**src/rtl/display_pkg.sv**
```systemverilog
// Shared display types: driver modes, bus widths, arbiter state encoding, payload struct.
package display_pkg;

    localparam logic [1:0] MODE_DEC  = 2'd0;
    localparam logic [1:0] MODE_HEX  = 2'd1;
    localparam logic [1:0] MODE_TIME = 2'd2;

    localparam int unsigned DISP_NUM_W = 39;
    localparam int unsigned DISP_PT_W  = 8;

    localparam logic [1:0] ARB_IDLE  = 2'd0;
    localparam logic [1:0] ARB_GRANT = 2'd1;
    localparam logic [1:0] ARB_HOLD  = 2'd2;

    typedef enum logic [1:0] {
        ST_IDLE  = ARB_IDLE,
        ST_GRANT = ARB_GRANT,
        ST_HOLD  = ARB_HOLD
    } arb_state_e;

    typedef struct packed {
        logic [1:0]            mode;
        logic [DISP_NUM_W-1:0] number;
        logic [DISP_PT_W-1:0]  points;
    } disp_payload_t;

    // Reserved mode 3 is shown as min:sec.ms
    function automatic logic [1:0] coerce_mode(input logic [1:0] m);
        return (m == 2'd3) ? MODE_TIME : m;
    endfunction

endpackage

```
**src/rtl/ms_tick_gen.sv**
```systemverilog
// Millisecond tick generator: free-running prescaler, one-cycle tick at each wrap.
module ms_tick_gen #(
    parameter int unsigned CLK_HZ = 100_000_000
) (
    input  logic clock,
    input  logic reset,
    output logic tick
);

    localparam int unsigned DIV   = (CLK_HZ / 1000 > 0) ? CLK_HZ / 1000 : 1;
    localparam int unsigned CNT_W = (DIV > 1) ? $clog2(DIV) : 1;

    logic [CNT_W-1:0] cnt_q, cnt_d;
    logic             tick_q, tick_d;

    // Next prescaler count and wrap pulse
    always_comb begin
        tick_d = (cnt_q == CNT_W'(DIV - 1));
        cnt_d  = tick_d ? '0 : cnt_q + CNT_W'(1);
    end

    // Prescaler registers
    always_ff @(posedge clock or posedge reset) begin
        if (reset) begin
            cnt_q  <= '0;
            tick_q <= 1'b0;
        end else begin
            cnt_q  <= cnt_d;
            tick_q <= tick_d;
        end
    end

    assign tick = tick_q;

endmodule

```
**src/rtl/display_arbiter.sv**
```systemverilog
// Round-robin owner selection for the seven-segment driver with a minimum hold time.
// Optional: define DISPLAY_ARB_PREEMPT_EN to let requester 0 preempt any other owner.
module display_arbiter
    import display_pkg::*;
#(
    parameter int unsigned NUM_REQ = 4,
    parameter int unsigned CLK_HZ  = 100_000_000,
    parameter int unsigned HOLD_MS = 2000
) (
    input  logic                          clock,
    input  logic                          reset,
    input  logic [NUM_REQ-1:0]            req_valid,
    input  logic [2*NUM_REQ-1:0]          req_mode,
    input  logic [DISP_NUM_W*NUM_REQ-1:0] req_number,
    input  logic [DISP_PT_W*NUM_REQ-1:0]  req_points,
    output logic [NUM_REQ-1:0]            req_grant,
    output logic [1:0]                    disp_mode,
    output logic [DISP_NUM_W-1:0]         disp_number,
    output logic [DISP_PT_W-1:0]          disp_points,
    output logic                          owner_valid
);

    localparam int unsigned IDX_W = (NUM_REQ > 1) ? $clog2(NUM_REQ) : 1;
    localparam int unsigned HC_W  = $clog2(HOLD_MS + 1);

    logic tick;

    ms_tick_gen #(.CLK_HZ(CLK_HZ)) u_tick (
        .clock (clock),
        .reset (reset),
        .tick  (tick)
    );

    // Per-requester views of the flattened request buses
    logic [1:0]            mode_a [NUM_REQ];
    logic [DISP_NUM_W-1:0] num_a  [NUM_REQ];
    logic [DISP_PT_W-1:0]  pt_a   [NUM_REQ];

    for (genvar g = 0; g < NUM_REQ; g++) begin : g_unpack
        assign mode_a[g] = req_mode[2*g +: 2];
        assign num_a[g]  = req_number[DISP_NUM_W*g +: DISP_NUM_W];
        assign pt_a[g]   = req_points[DISP_PT_W*g +: DISP_PT_W];
    end

    // First valid index at or after ptr, searching upward with wrap
    function automatic logic [IDX_W-1:0] rr_pick(input logic [NUM_REQ-1:0] v,
                                                 input logic [IDX_W-1:0]   ptr);
        logic [IDX_W-1:0] idx;
        logic             found;
        rr_pick = ptr;
        found   = 1'b0;
        for (int k = 0; k < int'(NUM_REQ); k++) begin
            idx = IDX_W'((int'(ptr) + k) % int'(NUM_REQ));
            if (!found && v[idx]) begin
                rr_pick = idx;
                found   = 1'b1;
            end
        end
    endfunction

    arb_state_e           state_q, state_d;
    logic [NUM_REQ-1:0]   grant_q, grant_d;
    logic                 ov_q, ov_d;
    disp_payload_t        disp_q, disp_d;
    logic [IDX_W-1:0]     rr_q, rr_d;
    logic [IDX_W-1:0]     owner_q, owner_d;
    logic [HC_W-1:0]      hold_q, hold_d;
    logic [IDX_W-1:0]     winner;
`ifdef DISPLAY_ARB_PREEMPT_EN
    logic                 req0_q, req0_d;
    logic                 preempt_q, preempt_d;
`endif

    // Next-state, grant and display payload selection
    always_comb begin
        state_d = state_q;
        grant_d = grant_q;
        ov_d    = ov_q;
        disp_d  = disp_q;
        rr_d    = rr_q;
        owner_d = owner_q;
        hold_d  = hold_q;
        winner  = rr_pick(req_valid, rr_q);
`ifdef DISPLAY_ARB_PREEMPT_EN
        req0_d    = req_valid[0];
        preempt_d = 1'b0;
`endif

        unique case (state_q)
            ST_IDLE: begin
                if (|req_valid) state_d = ST_GRANT;
            end

            ST_GRANT: begin
                if (!(|req_valid)) begin
                    // Request vanished before it could be served
                    state_d = ST_IDLE;
                    grant_d = '0;
                    ov_d    = 1'b0;
                end else begin
                    rr_d = (winner == IDX_W'(NUM_REQ - 1)) ? '0 : winner + IDX_W'(1);
`ifdef DISPLAY_ARB_PREEMPT_EN
                    // Preemptive grant goes to 0 and leaves the rotation untouched
                    if (preempt_q && req_valid[0]) begin
                        winner = '0;
                        rr_d   = rr_q;
                    end
`endif
                    owner_d       = winner;
                    grant_d       = NUM_REQ'(1) << winner;
                    ov_d          = 1'b1;
                    hold_d        = '0;
                    disp_d.mode   = coerce_mode(mode_a[winner]);
                    disp_d.number = num_a[winner];
                    disp_d.points = pt_a[winner];
                    state_d       = ST_HOLD;
                end
            end

            ST_HOLD: begin
                if (!req_valid[owner_q]) begin
                    // Owner gone: release, leave last value on screen
                    state_d = ST_IDLE;
                    grant_d = '0;
                    ov_d    = 1'b0;
                end else begin
                    disp_d.mode   = coerce_mode(mode_a[owner_q]);
                    disp_d.number = num_a[owner_q];
                    disp_d.points = pt_a[owner_q];
                    if (tick && (hold_q != HC_W'(HOLD_MS))) hold_d = hold_q + HC_W'(1);
`ifdef DISPLAY_ARB_PREEMPT_EN
                    if (req_valid[0] && !req0_q && (owner_q != '0)) begin
                        state_d   = ST_GRANT;
                        preempt_d = 1'b1;
                    end else
`endif
                    if ((hold_q == HC_W'(HOLD_MS)) && (|(req_valid & ~grant_q))) begin
                        state_d = ST_GRANT;
                    end
                end
            end

            default: begin
                state_d = ST_IDLE;
                grant_d = '0;
                ov_d    = 1'b0;
            end
        endcase
    end

    // Arbiter state and output registers
    always_ff @(posedge clock or posedge reset) begin
        if (reset) begin
            state_q       <= ST_IDLE;
            grant_q       <= '0;
            ov_q          <= 1'b0;
            disp_q.mode   <= MODE_HEX;
            disp_q.number <= '0;
            disp_q.points <= '0;
            rr_q          <= '0;
            owner_q       <= '0;
            hold_q        <= '0;
`ifdef DISPLAY_ARB_PREEMPT_EN
            req0_q        <= 1'b0;
            preempt_q     <= 1'b0;
`endif
        end else begin
            state_q       <= state_d;
            grant_q       <= grant_d;
            ov_q          <= ov_d;
            disp_q        <= disp_d;
            rr_q          <= rr_d;
            owner_q       <= owner_d;
            hold_q        <= hold_d;
`ifdef DISPLAY_ARB_PREEMPT_EN
            req0_q        <= req0_d;
            preempt_q     <= preempt_d;
`endif
        end
    end

    assign req_grant   = grant_q;
    assign owner_valid = ov_q;
    assign disp_mode   = disp_q.mode;
    assign disp_number = disp_q.number;
    assign disp_points = disp_q.points;

endmodule

```
**config.mk**
```make
export PLATFORM = sky130hd
export DESIGN_NAME = display_arbiter
export DESIGN_NICKNAME = d
export VERILOG_FILES = /design/src/rtl/display_pkg.sv /design/src/rtl/ms_tick_gen.sv /design/src/rtl/display_arbiter.sv
export SDC_FILE = /design/constraint.sdc
export NUM_CORES = 1
export LEC_CHECK = 0
export ABC_AREA = 1
export CORE_MARGIN = 3
export CORE_UTILIZATION = 40
export CTS_BUF_LIST = sky130_fd_sc_hd__clkbuf_16
export DETAILED_ROUTE_END_ITERATION = 7
export GPL_TIMING_DRIVEN = 0
export PLACE_DENSITY_LB_ADDON = 0.1
export SKIP_CTS_REPAIR_TIMING = 1
export SLEW_MARGIN = 20
export SYNTH_ARGS = -nofsm -noshare
export SYNTH_HDL_FRONTEND = slang
export SYNTH_SLANG_ARGS = --single-unit
```
**constraint.sdc**
```tcl
create_clock -name clock -period 3 [get_ports clock]
set_clock_uncertainty 0.1 [all_clocks]
set_input_delay 0.6 -clock clock [delete_from_list [all_inputs] [get_ports clock]]
set_output_delay 0.6 -clock clock [all_outputs]
set_load 0.05 [all_outputs]
```
; ---- Word level (Yosys, flattened, before mapping)
; Cells that the tools add are included.
[op_classes]
n_addsub = 6
order_cmp = 7
eq_ne = 14
shifts = 1
n_mux = 56
bitwise_logic = 5
reduce_logical = 17
[op_table]
columns = cell, n
row1 = $bmux 39 s2, 2
row2 = $mux 39, 4
row3 = $mux 49, 2
row4 = $pmux 49 s2, 1
row5 = $mux 11, 3
row6 = $bmux 8 s2, 2
row7 = $mux 8, 4
row8 = $mux 2, 14
row9 = $pmux 11 s2, 1
row10 = $add 17x1->17 const B, 1
row11 = $eq 17x17->1 const B, 1
row12 = $mux 17, 1
row13 = $lt 2x3->1 const B, 5
row14 = $pmux 4 s3, 1
row15 = $add 11x1->11 const B, 1
row16 = $eq 11x11->1 const B, 1
row17 = $ne 11x11->1 const B, 1
row18 = $bmux 1 s2, 5
row19 = $mux 1, 10
row20 = $ne 2x2->1 const B, 5
row21 = $bmux 2 s2, 2
row22 = $eq 2x2->1 const B, 4
row23 = $mux 4, 2
row24 = $reduce_or 4->1, 2
row25 = 19 further kinds, 31
[totals]
register_bits = 89
in_bits = 202
out_inout_bits = 54
word_cells = 117

; ---- Longest topological paths before layout
; Gate-level depths: netlist of run 1.
[depth]
word_depth = 20
mapped_depth = 19
ltp_nobuf = 16

; ---- By module
; Synthesis of run 1 repeated with hierarchy kept, for this count alone.
[hier_totals]
hier_cells = 1249
area_unflattened_um2 = 8032.7
[by_module_without_submodules]
columns = mod, instances, cells_each, area_each_um2
row1 = display_arbiter, 1, 1105, 7006.7
row2 = ms_tick_gen, 1, 144, 1026.0

; ---- Least setup slack after synthesis of run 1
; Ideal clock, no wire load.
[synth_timing]
path_type = input -> register
start = input port req_valid[3]
end = register rr_q[1]
arrival_ps = 1975
setup_slack_ps = 788
cell_stages = 13
n_path_buf = 2
path_cell_list = nand2_1 > nand3_1 > nand2_2 > inv_2 > nor2_8 > nand3_4 > nand2_8 > inv_4 > buf_12 > buf_6 > ha_1 > nand2_1 > o21ai_0
[synth_between]
elab_chain_cells = 14
word_cells_on_any_way = 25
classes_between = add/sub (1) / eq/ne (1) / mux (15) / reduce/logical (8)
[synth_lines]
columns = element, line_no
row1 = "start, declared", display_arbiter.sv:12  ; input logic [NUM_REQ-1:0] req_valid,
row2 = $bmux 1 s2, display_arbiter.sv:54  ; if (!found && v[idx]) begin
row3 = $mux 1 (not written as such), display_arbiter.sv:54
row4 = $mux 1, display_arbiter.sv:54
row5 = $logic_not 1->1, display_arbiter.sv:54
row6 = $logic_and 1x1->1, display_arbiter.sv:54
row7 = $mux 1, display_arbiter.sv:54
row8 = $logic_not 1->1, display_arbiter.sv:54
row9 = $logic_and 1x1->1, display_arbiter.sv:54
row10 = $mux 1, display_arbiter.sv:54
row11 = $logic_not 1->1, display_arbiter.sv:54
row12 = $logic_and 1x1->1, display_arbiter.sv:54
row13 = $mux 2 *, display_arbiter.sv:54
row14 = net winner[0], display_arbiter.sv:68  ; logic [IDX_W-1:0] winner;
row15 = $add 2x1->2 / $eq 2x2->1 (equally long branches), display_arbiter.sv:101  ; rr_d = (winner == IDX_W'(NUM_REQ - 1)) ? '0 : winner + IDX_W'(1);
row16 = $mux 2 *, display_arbiter.sv:101
row17 = "end signal, assigned", display_arbiter.sv:172  ; rr_q <= rr_d;
row18 = "end, declared", display_arbiter.sv:65  ; logic [IDX_W-1:0] rr_q, rr_d;
; The timed path passes the listed nets; every way through them passes the cells marked *. The select of a mux whose other input is x is not followed.
; A chain may end at the register's enable or synchronous reset.

; ---- Final worst setup path of run 1
[layout_timing]
start = register owner_q[0]
end = register disp_q, in the netlist disp_number[29]
[layout_between]
elab_chain_cells = 6
word_cells_on_any_way = 10
classes_between = eq/ne (1) / mux (7) / bitwise (1) / reduce/logical (1)
[layout_lines]
columns = element, line_no
row1 = "start, declared", display_arbiter.sv:66  ; logic [IDX_W-1:0] owner_q, owner_d;
row2 = "start signal, assigned", display_arbiter.sv:173  ; owner_q <= owner_d;
row3 = $not 2->3 (not written as such), display_arbiter.sv:128  ; disp_d.number = num_a[owner_q];
row4 = $bmux 39 s2, display_arbiter.sv:128
row5 = $mux 39 (not written as such) (2 in series), display_arbiter.sv:128
row6 = $mux 49, display_arbiter.sv:121  ; if (!req_valid[owner_q]) begin
row7 = $pmux 49 s2, display_arbiter.sv:89  ; unique case (state_q)
row8 = "end signal, assigned", display_arbiter.sv:171  ; disp_q <= disp_d;
row9 = "end, declared", display_arbiter.sv:64  ; disp_payload_t disp_q, disp_d;
; Parallel ways exist; a longest one is shown, timed or not. The select of a mux whose other input is x is not followed.

==> results.py, run 1 <==
metrics = {
    "placed_design": {
        "post-dp-hpwl_um": 23570,
        "port-buffer-count": 255,
        "pre_cts_slack_ns": -0.3893,
        "gp_congestion": 0.9144,
    },
    "pwr": {
        "p_clk_share_pct": 8.2,
        "p_per_area_nw_per_um2": 1325,
        "power.leakage_nw": 5.145,
        "p_int_mw": 6.342,
        "ir_drop_mv": 0.6895,
        "switching_share_pct": 57.32,
        "power.switching_mw": 8.517,
        "p_comb_share_pct": 78.7,
        "p_seq_share_pct": 13.0,
    },
    "sta": {
        "finalCritPeriodShare_pct": 97.19,
        "hold_viol_final": 0,
        "fin_setup_tns_ns": 0,
        "setup_viol": 0,
        "rsz0062_at_grt": "false",
        "relSlewSlack_pct": 42.23,
        "setup_ws_ns": 0.08430,
        "fmax_ghz": 0.3430,
        "drv_slew": 0,
        "period_minus_slack_ns": 2.916,
        "tightest_slew_ns": 0.8587,
    },
    "route": {
        "viasPerCell": 5.546,
        "wl_met2_um": 14220,
        "dr.pass1.iters": 5,
        "drc": 0,
        "routed_wirelength_um": 31000,
        "drtAntennaViolNets": 0,
        "wl_per_cell_um": 17.96,
        "via_count": 9573,
        "wl_met3_um": 2646,
        "drt-met1-wl_um": 12820,
        "routed.top_layer": "met4",
        "drt-initial-drc-count": 797,
    },
    "cts": {
        "cts_made_buffers": 9,
        "cts_tree": "done",
        "insertion_delay_ns": 0.36,
        "cts-htree-levels": 3,
        "clkSinkCount": 89,
        "clk_pin_slew_worst_paths_ns": 0.08,
        "clockRootBuffer": "clkbuf_16",
        "cts_max_path_buffers": 2,
    },
    "logic_synthesis": {
        "dominantRegCellSynth": "dfrtp_1",
        "syn_inst": 1192,
        "synth-seq-cells": 89,
        "synthAdderAreaFrac_pct": 1.728,
        "yosys-mux-area-fraction_pct": 0,
        "async_reset_ff_share_pct": 100.0,
        "synth-compound-area-share_pct": 28.62,
        "synth.yosys.warnings": 0,
        "synth_simple_gate_area_share_pct": 27.91,
        "synth_xor_area_share_pct": 0.9896,
        "synth_edf_count": 0,
        "netlist_area_um2": 7965,
        "synth_fp_nets": 1405,
        "syn_avg_cell_area_um2": 6.682,
        "ys_seq_area_share_pct": 27.98,
        "synth_area_leaders": "dfrtp_1, nand2_1, o211ai_1, inv_1, o211ai_2",
        "synth_top_family_by_area": "compound AO/OA/AOI/OAI gates",
        "yosysUniqueCellTypes": 43,
        "synth_top_cell_area_share_pct": 27.65,
        "yosysTopAreaCell": "dfrtp_1",
    },
    "floorplanning": {
        "num_rows": 50,
        "dieWidth_um": 147.1,
        "start_util_pct": 41.61,
        "coreArea_um2": 19140,
        "pin_count": 256,
        "die_h_um": 147.1,
        "die_area_um2": 21640,
    },
    "finish": {
        "synthToLayoutAreaGrowth_pct": 40.83,
        "drive_above_1_share_pct": 8.942,
        "fin_nets": 1673,
    },
    "setup_path": {
        "path_max_fanout": 10,
        "cp-end-kind": "flop",
        "rrSetupSlack_ns": 0.08,
        "cp.required_ns": 3.20,
        "r2r-end": "disp_number[29]",
        "cp.arrival_ns": 3.12,
        "reg2reg_from": "owner_q[0]",
        "crit_type": "flop to flop",
        "start_kind": "flop",
        "worstRegToRegCells": 8,
    },
    "worst_hold_path": {
        "timing.hold.worst.start": "disp_number[3]",
        "worst_hold_path.num_cells": 2,
        "hold_end": "disp_number[3]",
        "worstHoldPathType": "flop to flop",
    },
    "global_routing": {
        "grt_pass1_vias": 9277,
        "grt_use_total_pct": 27.85,
        "antenna_found_initial": 1,
        "grt_overflow": 0,
        "grt_max_degree": 34,
        "grt_pass1_wl_um": 48690,
    },
    "run_status": {
        "outcome": "completed",
    },
    "flow_run": {
        "cap_violations": 0,
    },
}
Yosys cell counts, types with 2 or more instances:
master and number:
a31oi_1 46, xor2_1 7, dfrtp_1 88, nand3b_1 2, nor4_1 4, nand2_1 376, inv_2 6, nor2_1 24
o211ai_2 38, buf_4 5, clkbuf_1 43, nor3_1 8, o21ai_0 69, inv_1 136, buf_6 12, buf_2 15
nand3_1 74, nand2_4 3, ha_1 11, a21oi_1 66, xnor2_1 2, o211ai_1 102, nand4_1 7, o22ai_1 3
buf_1 9, nand2_2 15, o21ai_1 2, o21a_1 3, or2_2 2
power groups by stage:
stage               combinational, mW  sequential, mW  clock (mW)
floorplan                        7.01            3.12           0
global placement                 11.4            1.95           0
detailed placement               11.5            1.95           0
finish                           11.7            1.94        1.22
CTS                              11.6            1.93        1.24
global route                     12.8            1.98        1.28
logic make-up (layout without fill, tap and decap cells):
group | after synthesis | count (layout)
flops | 89 | 89
compound gates | 332 | 332
fa+ha+maj | 11 | 11
other cells | 0 | 1
buf+inv | 229 | 502
xor+xnor | 9 | 9
simple gates | 522 | 522
registers in the layout, indices dropped and copies added (netlist names), 2 cells and up:
name,cells
req_grant,4
disp_mode,2
owner_q,2
hold_q,11
disp_points,8
rr_q,2
disp_number,39
u_tick.cnt_q,17
state_q,2
routing by layer:
metal	up-vias	GRT usage, %
li1	4563	-
met3	86	4.442
met4	0	13.09
met5	-	0
met2	536	44.42
met1	4388	37.05
stage by stage:
step | util (%) | hold WS, ns | instances | cell area, um^2 | power, mW
after CTS | 58.47 | 0.3828 | 1725 | 11190 | 14.73
after global routing | 58.59 | 0.4081 | 1726 | 11220 | 16.02
after detailed placement | 56.87 | 0.3644 | 1709 | 10890 | 13.45
final | 58.59 | 0.3814 | 1726 | 11220 | 14.86
after global placement | 56.66 | 0.3636 | 1707 | 10850 | 13.37
after floorplan | - | 0.3472 | 1192 | 7969 | 10.14
layout make-up:
type                            instances  area, um^2
Tap cell                              260       325.3
Multi-Input combinational cell        874        4730
Sequential cell                        89        2228
Inverter                              143       543.0
Buffer                                 86       489.2
Antenna cell                            1       2.502
Timing Repair Buffer                  257        2592
Clock inverter                          7       81.33
Clock buffer                            9       225.2
Fill cell                            1808        7926
cells in the final DEF (no fill, tap or decap), drive strengths merged:
master / Yosys / routed
nand2: 395 / 395
clkbuf: 43 / 54
buf: 43 / 43
a21oi: 67 / 67
nand4: 7 / 7
o31ai: 1 / 1
a31oi: 46 / 46
or2: 2 / 2
dfstp: 1 / 1
o21bai: 1 / 1
dfrtp: 88 / 88
xnor2: 2 / 2
xor2: 7 / 7
inv: 143 / 147
ha: 11 / 11
clkinv: 0 / 1
clkinvlp: 0 / 1
nor3b: 1 / 1
and3: 1 / 1
nand3b: 2 / 2
nand3: 76 / 76
diode: 0 / 1
o21a: 3 / 3
nor3: 8 / 8
o21ai: 71 / 71
bufinv: 0 / 1
o22ai: 3 / 3
nor4: 4 / 4
nor2: 26 / 26
clkdlybuf4s50: 0 / 255
o211ai: 140 / 140
worst max-delay path, cell delays in order, from the launching register on:
cell	delay [ns]
dfrtp_1	0.32
clkbuf_1	0.39
clkbuf_2	0.37
clkbuf_1	0.56
clkbuf_1	0.53
o211ai_1	0.19
a31oi_1	0.22
nand2_1	0.09
nand2_1	0.07
worst max path at each step:
stage / from / to / slack, ns
final: owner_q[0] / disp_number[29] / 0.08
after detailed placement: req_valid[1] / disp_number[4] / -0.39
after global routing: req_valid[2] / hold_q[7] / 0.0006
after floorplan: req_valid[3] / rr_q[1] / 0.79
after global placement: req_valid[1] / disp_points[6] / -0.38
after CTS: req_valid[1] / disp_number[4] / -0.01
No activity file was read; power rests on OpenSTA's default activity.
==> run 2, diff against run 1 <==
Settings changed: SKIP_LAST_GASP set to 1.
==> results.py, run 2 (same netlist as run 1, synthesis figures left out) <==
metrics = {
    "cts": {
        "cts_made_buffers": 9,
        "cts-htree-levels": 3,
        "insertion_delay_ns": 0.36,
        "cts_max_path_buffers": 2,
        "clk_pin_slew_worst_paths_ns": 0.08,
        "clkSinkCount": 89,
        "cts_tree": "done",
        "clockRootBuffer": "clkbuf_16",
    },
    "sta": {
        "rsz0062_at_grt": "true",
        "relSlewSlack_pct": 42.22,
        "drv_slew": 0,
        "finalCritPeriodShare_pct": 96.91,
        "tightest_slew_ns": 0.8587,
        "fmax_ghz": 0.3440,
        "setup_viol": 0,
        "hold_viol_final": 0,
        "period_minus_slack_ns": 2.907,
    },
    "finish": {
        "fin_nets": 1673,
        "synthToLayoutAreaGrowth_pct": 40.76,
        "stdcell_count": 1726,
        "ff_latch_area_um2": 2228,
        "multi_input_area_um2": 4730,
        "fillers": 1808,
        "most-common-layout-cells": "nand2_1, clkdlybuf4s50_1, inv_1",
        "drive_above_1_share_pct": 8.942,
        "final_util_pct": 58.57,
        "largest_reg_flops": 39,
        "mostFrequentLayoutCell": "nand2_1",
    },
    "setup_path": {
        "start_kind": "flop",
        "crit_type": "flop to flop",
        "cp.arrival_ns": 3.11,
        "cp-end-kind": "flop",
        "path_max_fanout": 10,
        "slowest_stage": "clkbuf_1",
        "cp.required_ns": 3.20,
        "path_cells": "clkbuf_1 -> clkbuf_2 -> clkbuf_1 -> clkbuf_1 -> o211ai_1 -> a31oi_1 -> nand2_1 -> nand2_1",
        "max_stage_delay_ns": 0.55,
        "rrSetupSlack_ns": 0.09,
        "crit_top_cell": "clkbuf_1",
    },
    "placed_design": {
        "placedCellCount": 1709,
        "gp_congestion": 0.9144,
        "post-dp-hpwl_um": 23570,
        "port-buffer-count": 255,
    },
    "route": {
        "drt-met1-wl_um": 12900,
        "wl_met3_um": 2609,
        "wl_per_cell_um": 17.97,
        "wl_met2_um": 14140,
        "dr.pass1.iters": 5,
        "drt-initial-drc-count": 789,
        "via_count": 9585,
        "drtAntennaViolNets": 0,
        "drc": 0,
        "routed_wirelength_um": 31010,
        "routed.top_layer": "met4",
        "viasPerCell": 5.553,
    },
    "floorplanning": {
        "dieWidth_um": 147.1,
        "start_util_pct": 41.61,
        "pin_count": 256,
        "die_area_um2": 21640,
        "die_h_um": 147.1,
        "num_rows": 50,
        "coreArea_um2": 19140,
    },
    "global_routing": {
        "grt_pass1_vias": 9277,
        "antenna_found_initial": 1,
        "grt_pass1_wl_um": 48690,
        "grt_use_total_pct": 27.85,
        "grt_max_degree": 34,
        "grt_overflow": 0,
    },
    "pwr": {
        "p_seq_share_pct": 13.0,
        "power.leakage_nw": 5.143,
        "ir_drop_mv": 0.6896,
        "p_per_area_nw_per_um2": 1324,
        "switching_share_pct": 57.38,
        "p_clk_share_pct": 8.3,
        "power.switching_mw": 8.516,
        "p_comb_share_pct": 78.7,
        "p_int_mw": 6.326,
    },
    "run_status": {
        "outcome": "completed",
    },
    "worst_hold_path": {
        "worstHoldPathType": "flop to flop",
    },
    "flow_run": {
        "cap_violations": 0,
    },
}
[run 2: area by class of cell]
class	count	share of cell area, %
flip-flops and latches	89	19.88
inverters	143	4.843
multi-input cells	874	42.18
well taps	260	2.901
clock inverters	7	0.7254
repair buffers	257	23.12
diodes	1	0.02232
clock buffers	9	2.009
plain buffers	86	4.319
[run 2: final timing paths]
check | end | from | cells after the start
worst max register to register | disp_number[29] | owner_q[0] | 8
max in group asynchronous | disp_mode[0] | reset | 3
worst min-delay path | disp_number[3] | disp_number[3] | 2
min in group asynchronous | disp_number[32] | reset | 2
worst min register to register | disp_number[3] | disp_number[3] | 2
worst max-delay path | disp_number[29] | owner_q[0] | 8
[run 2: power by group through the flow]
stage               combinational (mW)  sequential [mW]  clock (mW)
floorplan                         7.01             3.12           0
global placement                  11.4             1.95           0
detailed placement                11.5             1.95           0
CTS                               11.6             1.93        1.24
global route                      12.7             1.98        1.28
finish                            11.7             1.94        1.22
[run 2: critical path: cells and delay by family, from the launching register on]
family,cells,cell delay [ns]
buffers and inverters,4,1.84
AND/OR/NAND/NOR,2,0.16
AO/OA/AOI/OAI,2,0.41
flip-flops,1,0.32
[run 2: metrics by stage]
| stage | instance area, um^2 | hold WS, ns | total power [mW] | setup slack (ns) | setup TNS (ns) |
|---|---|---|---|---|---|
| 2_1_floorplan | 7969 | 0.3472 | 10.14 | 0.7884 | 0 |
| 3_3_place_gp | 10850 | 0.3636 | 13.37 | -0.3848 | -15.39 |
| 3_5_place_dp | 10890 | 0.3644 | 13.45 | -0.3893 | -15.39 |
| 4_1_cts | 11190 | 0.3828 | 14.73 | -0.009510 | -0.02882 |
| 5_1_grt | 11210 | 0.4081 | 16.01 | -0.01121 | -0.01121 |
| 6_report | 11210 | 0.3814 | 14.84 | 0.09285 | 0 |
[run 2: routing by layer]
layer  vias to the layer above  GRT usage, %
li1                       4560             -
met5                         -             0
met2                       549         44.42
met4                         0         13.09
met3                        92         4.442
met1                      4384         37.05
==> run 3, diff against run 2 <==
Settings changed: GPL_ROUTABILITY_DRIVEN set to 0.
==> results.py, run 3 (same netlist as run 1, synthesis figures left out) <==
metrics = {
    "floorplanning": {
        "die_area_um2": 21640,
        "num_rows": 50,
        "coreArea_um2": 19140,
        "dieWidth_um": 147.1,
        "start_util_pct": 41.61,
        "die_h_um": 147.1,
        "pin_count": 256,
    },
    "sta": {
        "fmax_ghz": 0.3539,
        "period_minus_slack_ns": 2.826,
        "setup_viol": 0,
        "finalCritPeriodShare_pct": 94.19,
        "relSlewSlack_pct": 49.26,
        "finalHoldWorstSlack_ns": 0.3813,
        "hold_viol_final": 0,
        "rsz0062_at_grt": "false",
        "drv_slew": 0,
        "fin_setup_tns_ns": 0,
        "tightest_slew_ns": 0.7542,
    },
    "global_routing": {
        "grt_max_degree": 34,
        "use_met1_pct": 38.13,
        "grt_pass1_wl_um": 49330,
        "antenna_found_initial": 1,
        "grt_overflow": 0,
        "grt_pass1_vias": 9345,
        "grt_use_total_pct": 28.15,
        "globalRouteMet3Util_pct": 3.917,
        "use_met2_pct": 44.91,
        "grt_busiest_layer": "met2",
    },
    "placed_design": {
        "post-dp-hpwl_um": 23640,
        "place_area_um2": 10890,
        "port-buffer-count": 255,
    },
    "finish": {
        "synthToLayoutAreaGrowth_pct": 40.87,
        "final_util_pct": 58.61,
        "largest_reg_flops": 39,
        "final_cell_area_um2": 11220,
        "most-common-layout-cells": "nand2_1, clkdlybuf4s50_1, inv_1",
        "fin_nets": 1673,
        "mostFrequentLayoutCell": "nand2_1",
        "drive_above_1_share_pct": 9.147,
    },
    "route": {
        "drt-initial-drc-count": 841,
        "dr.pass1.iters": 7,
        "routed_wirelength_um": 31170,
        "drc": 0,
        "drtAntennaViolNets": 0,
        "viasPerCell": 5.575,
        "wl_per_cell_um": 18.06,
        "via_count": 9623,
    },
    "setup_path": {
        "crit_type": "input pin to flop",
        "cp-end-kind": "flop",
        "cp.required_ns": 3.11,
        "max_stage_delay_ns": 0.60,
        "start_kind": "input pin",
        "crit_top_cell": "nand2_1",
        "path_cells": "clkdlybuf4s50_1 -> inv_1 -> nand2_1 -> nand2_1 -> nand2_1 -> nand2_1 -> nand3_1 -> nand2_1 -> nand2_1 -> nand2_1 -> a21oi_4 -> buf_2 -> ha_1 -> nand2_1 -> o21ai_0",
        "cp.arrival_ns": 2.94,
        "slowest_stage": "clkdlybuf4s50_1",
        "path_max_fanout": 11,
    },
    "worst_hold_path": {
        "worstHoldPathType": "flop to flop",
    },
    "cts": {
        "cts-htree-levels": 3,
        "cts_max_path_buffers": 2,
        "cts_tree": "done",
        "clockRootBuffer": "clkbuf_16",
        "clkSinkCount": 89,
        "clk_pin_slew_worst_paths_ns": 0.07,
        "cts_made_buffers": 9,
        "insertion_delay_ns": 0.36,
    },
    "pwr": {
        "power.leakage_nw": 5.145,
        "p_per_area_nw_per_um2": 1323,
        "ir_drop_mv": 0.6280,
    },
    "run_status": {
        "outcome": "completed",
    },
    "flow_run": {
        "cap_violations": 0,
    },
}
-- run 3: cell count changes in the layout (fill, tap and decap cells not counted) --
cell / before / now
clkbuf_2: 5 / 6
clkbuf_4: 0 / 1
nor3_2: 0 / 1
nor3_1: 8 / 7
clkinv_2: 1 / 2
clkinv_4: 0 / 1
buf_2: 15 / 14
nor4_2: 0 / 1
inv_8: 1 / 0
inv_6: 4 / 3
clkbuf_1: 38 / 37
nor4_1: 4 / 3
-- run 3: per-stage QoR --
stage          power (mW)  instances  worst slack [ns]
6_report            14.84       1726            0.1743
5_1_grt             15.99       1726          0.003315
4_1_cts             14.70       1725          -0.04206
3_5_place_dp        13.47       1709           -0.4185
3_3_place_gp        13.37       1707           -0.3975
2_1_floorplan       10.14       1192            0.7884
-- run 3: layout make-up --
| cell class | instances | area, um^2 |
|---|---|---|
| antenna | 1 | 2.502 |
| buffer | 86 | 488.0 |
| clock buffer | 9 | 225.2 |
| clock inverter | 7 | 75.07 |
| fill | 1853 | 7923 |
| inverter | 143 | 543.0 |
| multi-input combinational | 874 | 4741 |
| sequential | 89 | 2228 |
| tap | 260 | 325.3 |
| timing repair buffer | 257 | 2592 |
-- run 3: path summary, 6_finish.rpt --
check                               startpoint               to  slack (ns)  cells after the start
worst max-delay path              req_valid[2]          rr_q[1]        0.17                     15
worst min-delay path            disp_number[4]   disp_number[4]        0.38                      2
worst max register to register      owner_q[0]  disp_number[29]        0.32                      8
worst min register to register  disp_number[4]   disp_number[4]        0.38                      2
max in group asynchronous                reset     disp_mode[0]        1.54                      3
min in group asynchronous                reset  disp_number[29]        0.60                      2
-- run 3: report_power, final --
group	leakage [nW]	internal [mW]	switching, mW	total [mW]
registers	1.13	1.67	0.286	1.96
logic	3.87	4.00	7.69	11.7
clock network	0.151	0.654	0.537	1.19
-- run 3: critical path: cells and delay by family --
family | cells | cell delay, ns
buffers and inverters | 3 | 1.06
and+or+nand+nor | 9 | 0.60
AOI/OAI and AO/OA | 2 | 0.39
adders and majority gates | 1 | 0.28
-- run 3: metal layers --
layer	routed length (um)	part of all wire, %	vias to the layer above
met3	2633	8.4	96
met4	1350	4.3	0
met5	0	0	-
met1	13020	42	4445
met2	14160	45	524
li1	-	-	4558
